## src/rtl/ddr_timing_monitor.sv

```systemverilog
// rtl/ddr_timing_monitor.sv - DDR4 command-bus timing monitor with coded, registered violation events
module ddr_timing_monitor #(
    parameter int NUM_BG    = 4,
    parameter int BG_W      = $clog2(NUM_BG),
    parameter int CNT_W     = 14,
    parameter int ERR_W     = 16,
    parameter int tRCD      = 11,
    parameter int tRP       = 11,
    parameter int tRAS      = 28,
    parameter int tRRD      = 4,
    parameter int tCCD_S    = 4,
    parameter int tCCD_L    = 6,
    parameter int tWR2RD    = 18,
    parameter int tMRD      = 8,
    parameter int tMOD      = 24,
    parameter int tRFC      = 208,
    parameter int tREFI_MAX = 6240
) (
    input  logic              clock_t,
    input  logic              reset,
    input  logic              cke,
    input  logic              cs_n,
    input  logic              act_n,
    input  logic              ras_n_a16,
    input  logic              cas_n_a15,
    input  logic              we_n_a14,
    input  logic [BG_W-1:0]   bg_addr,
    input  logic [1:0]        ba_addr,
    input  logic              addr_a10,
    input  logic              check_en,
    output logic              viol_valid,
    output logic [3:0]        viol_code,
    output logic [BG_W+1:0]   viol_bank,
    output logic [12:0]       err_flags,
    output logic [ERR_W-1:0]  err_count
);
    localparam int NB   = NUM_BG * 4;
    localparam int BK_W = BG_W + 2;

    typedef logic [CNT_W-1:0] cnt_t;

    localparam cnt_t CNT_MAX  = '1;
    localparam cnt_t CNT_ONE  = cnt_t'(1);
    localparam cnt_t T_RCD    = cnt_t'(tRCD);
    localparam cnt_t T_RP     = cnt_t'(tRP);
    localparam cnt_t T_RAS    = cnt_t'(tRAS);
    localparam cnt_t T_RRD    = cnt_t'(tRRD);
    localparam cnt_t T_CCD_S  = cnt_t'(tCCD_S);
    localparam cnt_t T_CCD_L  = cnt_t'(tCCD_L);
    localparam cnt_t T_WR2RD  = cnt_t'(tWR2RD);
    localparam cnt_t T_MRD    = cnt_t'(tMRD);
    localparam cnt_t T_MOD    = cnt_t'(tMOD);
    localparam cnt_t T_RFC    = cnt_t'(tRFC);
    localparam cnt_t T_LATE   = cnt_t'(tREFI_MAX + 1);
    localparam logic [ERR_W-1:0] ERR_MAX = '1;

    // Distance counters: value is the number of edges since the last event
    cnt_t bank_act_cnt [NB];
    cnt_t bank_pre_cnt [NB];
    cnt_t bg_cas_cnt   [NUM_BG];
    cnt_t act_cnt, cas_cnt, wr_cnt, mrs_cnt, ref_cnt;

    logic [NB-1:0]   bank_open;
    logic            ref_armed;
    logic [BK_W-1:0] bank;

    logic live, is_act, is_mrs, is_ref, is_pre, is_rd, is_wr, is_zq, is_cas, is_cmd;
    logic ras_hit, ref_late, cmd_any;
    logic [12:0] cmd_mask;
    logic [12:0] hit_mask;
    logic [3:0]  first_code;

    assign bank = {bg_addr, ba_addr};

    function automatic cnt_t sat_inc(input cnt_t c);
        return (c == CNT_MAX) ? c : c + 1'b1;
    endfunction

    // Decode the command pins into command strobes (NOP and reserved encodings decode to nothing)
    always_comb begin
        live   = cke && !cs_n;
        is_act = live && !act_n;
        is_mrs = 1'b0;
        is_ref = 1'b0;
        is_pre = 1'b0;
        is_rd  = 1'b0;
        is_wr  = 1'b0;
        is_zq  = 1'b0;
        if (live && act_n) begin
            case ({ras_n_a16, cas_n_a15, we_n_a14})
                3'b000:  is_mrs = 1'b1;
                3'b001:  is_ref = 1'b1;
                3'b010:  is_pre = 1'b1;
                3'b101:  is_rd  = 1'b1;
                3'b100:  is_wr  = 1'b1;
                3'b110:  is_zq  = 1'b1;
                default: ;
            endcase
        end
        is_cas = is_rd || is_wr;
        is_cmd = is_act || is_mrs || is_ref || is_pre || is_cas || is_zq;
    end

    // tRAS applies to every bank a PRE closes, so scan all targeted open banks
    always_comb begin
        ras_hit = 1'b0;
        for (int i = 0; i < NB; i++) begin
            if ((addr_a10 || BK_W'(i) == bank) && bank_open[i] && bank_act_cnt[i] < T_RAS)
                ras_hit = 1'b1;
        end
    end

    // Evaluate every check against pre-update counter values; bit i-1 holds code i
    always_comb begin
        cmd_mask     = '0;
        cmd_mask[0]  = is_cas && bank_act_cnt[bank] < T_RCD;
        cmd_mask[1]  = is_act && bank_pre_cnt[bank] < T_RP;
        cmd_mask[2]  = is_pre && ras_hit;
        cmd_mask[3]  = is_act && act_cnt < T_RRD;
        cmd_mask[4]  = is_cas && cas_cnt < T_CCD_S;
        cmd_mask[5]  = is_cas && bg_cas_cnt[bg_addr] < T_CCD_L;
        cmd_mask[6]  = is_rd && wr_cnt < T_WR2RD;
        cmd_mask[7]  = is_mrs && mrs_cnt < T_MRD;
        cmd_mask[8]  = is_cmd && !is_mrs && mrs_cnt < T_MOD;
        cmd_mask[9]  = is_cmd && ref_cnt < T_RFC;
        cmd_mask[11] = is_cas && !bank_open[bank];
        cmd_mask[12] = is_act && bank_open[bank];
        ref_late     = ref_armed && ref_cnt == T_LATE;
        cmd_any      = |cmd_mask;
        hit_mask     = cmd_mask | {2'b00, ref_late, 10'b0};
    end

    // Lowest command code wins; with no command violation only REF_LATE can be pending
    always_comb begin
        first_code = 4'd11;
        for (int i = 12; i >= 0; i--) begin
            if (cmd_mask[i]) first_code = 4'(i + 1);
        end
    end

    // Per-bank ACT/PRE distance counters (PRE-all reloads every bank's PRE counter)
    always_ff @(posedge clock_t or posedge reset) begin
        if (reset) begin
            for (int i = 0; i < NB; i++) begin
                bank_act_cnt[i] <= CNT_MAX;
                bank_pre_cnt[i] <= CNT_MAX;
            end
        end else begin
            for (int i = 0; i < NB; i++) begin
                bank_act_cnt[i] <= (is_act && bank == BK_W'(i)) ? CNT_ONE : sat_inc(bank_act_cnt[i]);
                bank_pre_cnt[i] <= (is_pre && (addr_a10 || bank == BK_W'(i))) ? CNT_ONE
                                                                               : sat_inc(bank_pre_cnt[i]);
            end
        end
    end

    // Per-group CAS and global distance counters
    always_ff @(posedge clock_t or posedge reset) begin
        if (reset) begin
            for (int g = 0; g < NUM_BG; g++) bg_cas_cnt[g] <= CNT_MAX;
            act_cnt <= CNT_MAX;
            cas_cnt <= CNT_MAX;
            wr_cnt  <= CNT_MAX;
            mrs_cnt <= CNT_MAX;
            ref_cnt <= CNT_MAX;
        end else begin
            for (int g = 0; g < NUM_BG; g++)
                bg_cas_cnt[g] <= (is_cas && bg_addr == BG_W'(g)) ? CNT_ONE : sat_inc(bg_cas_cnt[g]);
            act_cnt <= is_act ? CNT_ONE : sat_inc(act_cnt);
            cas_cnt <= is_cas ? CNT_ONE : sat_inc(cas_cnt);
            wr_cnt  <= is_wr  ? CNT_ONE : sat_inc(wr_cnt);
            mrs_cnt <= is_mrs ? CNT_ONE : sat_inc(mrs_cnt);
            ref_cnt <= is_ref ? CNT_ONE : sat_inc(ref_cnt);
        end
    end

    // Bank open/idle tracking and the refresh-deadline arm (one report per missed deadline)
    always_ff @(posedge clock_t or posedge reset) begin
        if (reset) begin
            bank_open <= '0;
            ref_armed <= 1'b0;
        end else begin
            for (int i = 0; i < NB; i++) begin
                if (is_act && bank == BK_W'(i))
                    bank_open[i] <= 1'b1;
                else if (is_pre && (addr_a10 || bank == BK_W'(i)))
                    bank_open[i] <= 1'b0;
            end
            if (is_ref)
                ref_armed <= 1'b1;
            else if (ref_late)
                ref_armed <= 1'b0;
        end
    end

    // Registered violation pulse, sticky flags and saturating error count
    always_ff @(posedge clock_t or posedge reset) begin
        if (reset) begin
            viol_valid <= 1'b0;
            viol_code  <= '0;
            viol_bank  <= '0;
            err_flags  <= '0;
            err_count  <= '0;
        end else begin
            viol_valid <= 1'b0;
            viol_code  <= '0;
            viol_bank  <= '0;
            if (check_en && (cmd_any || ref_late)) begin
                viol_valid <= 1'b1;
                viol_code  <= first_code;
                viol_bank  <= cmd_any ? bank : '0;
                err_flags  <= err_flags | hit_mask;
                if (err_count != ERR_MAX) err_count <= err_count + 1'b1;
            end
        end
    end
endmodule

```

## config.mk

```make
export PLATFORM = sky130hd
export DESIGN_NAME = ddr_timing_monitor
export DESIGN_NICKNAME = d
export VERILOG_FILES = /design/src/rtl/ddr_timing_monitor.sv
export SDC_FILE = /design/constraint.sdc
export NUM_CORES = 2
export LEC_CHECK = 0
export BUFFER_PORTS_ARGS = -buffer_cell sky130_fd_sc_hd__buf_2
export CORE_UTILIZATION = 58
export CTS_CLUSTER_DIAMETER = 200
export DETAILED_ROUTE_END_ITERATION = 10
export GPL_TIMING_DRIVEN = 0
export PLACE_DENSITY_LB_ADDON = 0.12
export SETUP_SLACK_MARGIN = 0.1
export SYNTH_ARGS = -nofsm -noshare
export SYNTH_HDL_FRONTEND = slang
export SYNTH_SLANG_ARGS = --single-unit
```

## constraint.sdc

```tcl
create_clock -name clock_t -period 19.4 [get_ports clock_t]
set_clock_uncertainty 0.1 [all_clocks]
set_input_delay 3.88 -clock clock_t [delete_from_list [all_inputs] [get_ports clock_t]]
set_output_delay 3.88 -clock clock_t [all_outputs]
set_load 0.05 [all_outputs]
```

==> flow_results.org <==
** Run status
- Status :: finished clean

** Clock network
- Once the clock tree was built, the setup fixing pass inserted 0 buffers.
- Worst-Skew Late Latency :: 0.62 ns
- TritonCTS built the clock tree.
- Hold buffer count at CTS :: 0
- Once the clock tree was built, the resizer swapped 0 gates to a different size.
- Clock sink total :: 629
- Largest buffer count on any clock path :: 3
- The H-tree was split into 3 levels.
- In this run the clock root is driven by a sky130_fd_sc_hd__clkbuf_16.
- Buffers inserted during clock tree synthesis total 70.
- Post-CTS clock slew at the launch and capture registers of the worst setup and hold paths :: 0.06 ns

** Floorplan
- In this run the core area contains 87 standard-cell rows.
- Std-Cell Core Area :: 0.0565 mm²
- Measured along the x axis, the die boundary spans 241 µm.
- The die covers 0.0582 mm².
- Initial core utilization :: 58.7%
- In this run the count of I/O pins placed on the die edge is 52.
- The die is 241 µm tall.

** Worst hold path
- Destination of the worst hold path :: err_flags[12]
- The worst hold path begins at err_flags[12].
- Worst hold path depth :: 1
- The worst hold path belongs to the class flip-flop to flip-flop.

** Drt
- Once detail routing completed, the nets flagged for antenna violations numbered 0.
- For this run, design rule violations remaining after detail routing come to 0.
- For this block, wires on met1 add up to 35400 µm.
- Detail-routed net length per standard cell :: 18.4 µm
- Via density :: 6.05
- Aggregate routed wire length :: 82000 µm
- The routed design uses 4720 µm of met3 wire.
- Highest routing layer actually used :: met5
- Initial DRC Count :: 2255
- Detailed routing placed a total of 38800 µm of wire on met2.
- Via count of the routed design :: 26900
- TritonRoute pass-1 iters :: 6

** Power and ir drop
- In this run the static leakage power is 14.6 nW.
- Highest ir drop seen on vdd :: 0.0000959 V
- Power density normalized to cell area :: 152 mW/mm²

** Logic synthesis
- Number of library cell types mapped by synthesis :: 75
- Part of the Yosys area used for sequential elements :: 49.6%
- Avg Cell Area, Syn :: 9.49 µm²
- Post-synth net total :: 3555
- Post-synthesis instance total :: 3498
- For this run, the leading register cell type out of synthesis is sky130_fd_sc_hd__dfstp_2.
- Async SR Flop Fraction :: 100%
- The synthesized netlist occupies a cell area of 0.0332 mm².
- Number of enable-type register cells in the synthesized netlist :: 0
- Yosys printed 0 warnings.
- Flip-flop and latch count after synthesis :: 629

** Layout
- In the final layout, the share of cells above drive strength 1 is 21.5%.
- The final layout contains 3690 nets.
- From synthesis to final layout, the design area changed by 11.6%.
- Multi-input logic area :: 0.0161 mm²
- After routing the design area is 0.0370 mm².
- Sequential cell area in the final layout :: 0.0165 mm²
- Fill cells in the final layout number 4446.

** Setup path
- The worst register-to-register path has a depth of 9.
- Class of the most critical setup path :: primary input to flip-flop
- Flop-to-flop setup slack :: 15.26 ns
- The worst register-to-register path ends at err_count[1].
- Worst Path Arrival :: 8.83 ns
- Traced cell by cell, the critical path runs through buf_2 > clkbuf_1 > clkbuf_1 > clkbuf_1 > o211ai_1 > a2111oi_0 > o21a_1 > nor3_4 > nor3b_2 > mux2_4.
- Critical Path Start Type :: primary input
- The worst register-to-register path begins at bank_pre_cnt[88].
- In this run the worst path has a maximum fanout of 10.
- STA puts the critical path data required time at 19.81 ns.
- Cell seen most often among critical-path stages :: sky130_fd_sc_hd__clkbuf_1
- On the worst path, the slowest cell contributes a delay of 1.14 ns.
- Kind of capture point of the worst setup path :: flip-flop
- CP max stage cell :: sky130_fd_sc_hd__a2111oi_0

** STA
- Final-report hold violation count :: 0
- Worst-margin pin slew :: 1.24 ns
- The worst path needs 8.42 ns of the cycle, external delays included.
- Setup repair after global routing left no endpoint under its margin.
- The final critical path takes up 43.4% of the cycle.
- Hold_ws :: 0.350 ns
- Max Freq :: 119 MHz
- Sum of negative setup slack :: 0 ns
- Total setup violations reported at the end of the flow :: 0
- The number of pins with negative max-slew slack in the final report was 0.
- Max-slew headroom :: 14.9%

** Placement
- Detailed placement finished with a half-perimeter wire length of 58800 µm.
- In this run the tool buffered the top-level ports with 47 buffer cells.
- In this run the cell area measured after placement is 0.0347 mm².
- At the end of routability-driven placement, the weighted congestion stood at 0.920.

** Global routing
- The first global-routing pass estimated 133000 µm of wire.
- GR Util All Layers :: 28.6%
- Number of global-route vias before repair :: 25700
- Pin count of the biggest net entering global routing :: 47
- Total congestion overflow after global routing :: 0
- The initial antenna violation count was 3.

** Job
- Max-cap violations in this run came to 0.
[state kept, by name (all words and copies together) (netlist names)]
signal        cells
bg_cas_cnt       56
err_flags        13
ref_cnt          14
cas_cnt          14
bank_open        16
viol_bank         4
ref_armed         1
wr_cnt           14
bank_pre_cnt    224
bank_act_cnt    224
viol_code         4
mrs_cnt          14
act_cnt          14
viol_valid        1
err_count        16
[kinds of logic (layout without fill, tap and decap cells)]
kind of cell | after synthesis | in the layout | synth area share [%]
fa+ha+maj | 43 | 43 | 1.62
buf+inv | 161 | 350 | 1.90
mux | 69 | 69 | 2.67
other cells | 0 | 4 | 0
xor+xnor | 374 | 374 | 9.87
simple gates | 1821 | 1821 | 26.9
flops | 629 | 629 | 49.6
compound gates | 401 | 401 | 7.44
[worst max-delay path by stage]
stage | startpoint | end | slack [ns] | cells after the start
after CTS | bg_addr[1] | err_count[1] | 11.09 | 10
after global placement | reset | viol_code[2] | 3.92 | 2
after floorplan | reset | bank_open[0] | 7.30 | 1
after global routing | bg_addr[1] | err_count[3] | 11.04 | 11
after detailed placement | bg_addr[1] | err_count[1] | 10.48 | 10
final | bg_addr[1] | err_count[1] | 10.98 | 10
[layout by cell type (no fill, tap or decap), drive strengths merged, types with 28 or more instances in the layout]
cell type,count
nor2,606
nand4,139
a21oi,99
clkbuf,185
ha,43
nor3,160
buf,76
nor4,83
inv,67
nand2,275
dfstp,574
xor2,282
and3,106
or3,55
nand3,231
dfrtp,55
and2,28
o21ai,133
a211oi,41
xnor2,92
and4,35
mux2i,51
a31oi,35
[synth_stat cells, types with 55 or more instances]
master	count	area, µm²
sky130_fd_sc_hd__nand4_1	139	870
sky130_fd_sc_hd__nand3_1	231	1160
sky130_fd_sc_hd__nor3_1	159	796
sky130_fd_sc_hd__nor4_1	83	519
sky130_fd_sc_hd__dfstp_2	574	15100
sky130_fd_sc_hd__dfrtp_1	55	1380
sky130_fd_sc_hd__xor2_1	282	2470
sky130_fd_sc_hd__a21oi_1	99	495
sky130_fd_sc_hd__o21ai_0	133	666
sky130_fd_sc_hd__clkbuf_1	82	308
sky130_fd_sc_hd__inv_1	64	240
sky130_fd_sc_hd__and3_1	106	663
sky130_fd_sc_hd__nand2_1	275	1030
sky130_fd_sc_hd__or3_1	55	344
sky130_fd_sc_hd__xnor2_1	92	806
sky130_fd_sc_hd__nor2_1	606	2270
[stage by stage]
stage	util, %	instances	worst slack (ns)	total power, mW
finish	65.5	4447	10.98	5.61
global placement	60.8	4301	3.92	4.15
CTS	65.5	4443	11.09	5.62
detailed placement	61.4	4317	10.48	4.25
global route	65.5	4446	11.04	5.97
floorplan	-	3498	7.30	3.81
[cell type report]
| class | instances | share of cell area (%) |
|---|---|---|
| Sequential cell | 629 | 44.5 |
| Multi-Input combinational cell | 2708 | 43.5 |
| Timing Repair Buffer | 63 | 1.50 |
| Clock buffer | 103 | 5.68 |
| Antenna cell | 4 | 0.0270 |
| Tap cell | 756 | 2.55 |
| Inverter | 66 | 0.679 |
| Buffer | 95 | 1.04 |
| Clock inverter | 23 | 0.598 |
[layer usage]
layer	up-vias	GRT usage [%]
li1	12700	-
met1	13200	38.0
met2	754	46.2
met3	214	5.41
met4	2	11.4
met5	-	0
[where the power goes]
group	total (mW)	switching (mW)	internal, mW	leakage [nW]
sequential	2.88	0.659	2.22	6.74
clock	1.34	0.542	0.794	1.15
combinational	1.40	0.783	0.615	6.72
[critical path: cells and delay by family]
family / cells / cell delay, ns
buffers and inverters: 4 / 2.23
AOI/OAI and AO/OA: 3 / 1.87
and+or+nand+nor: 2 / 0.50
muxes: 1 / 0.34
Power figures use the tool's default switching activity.
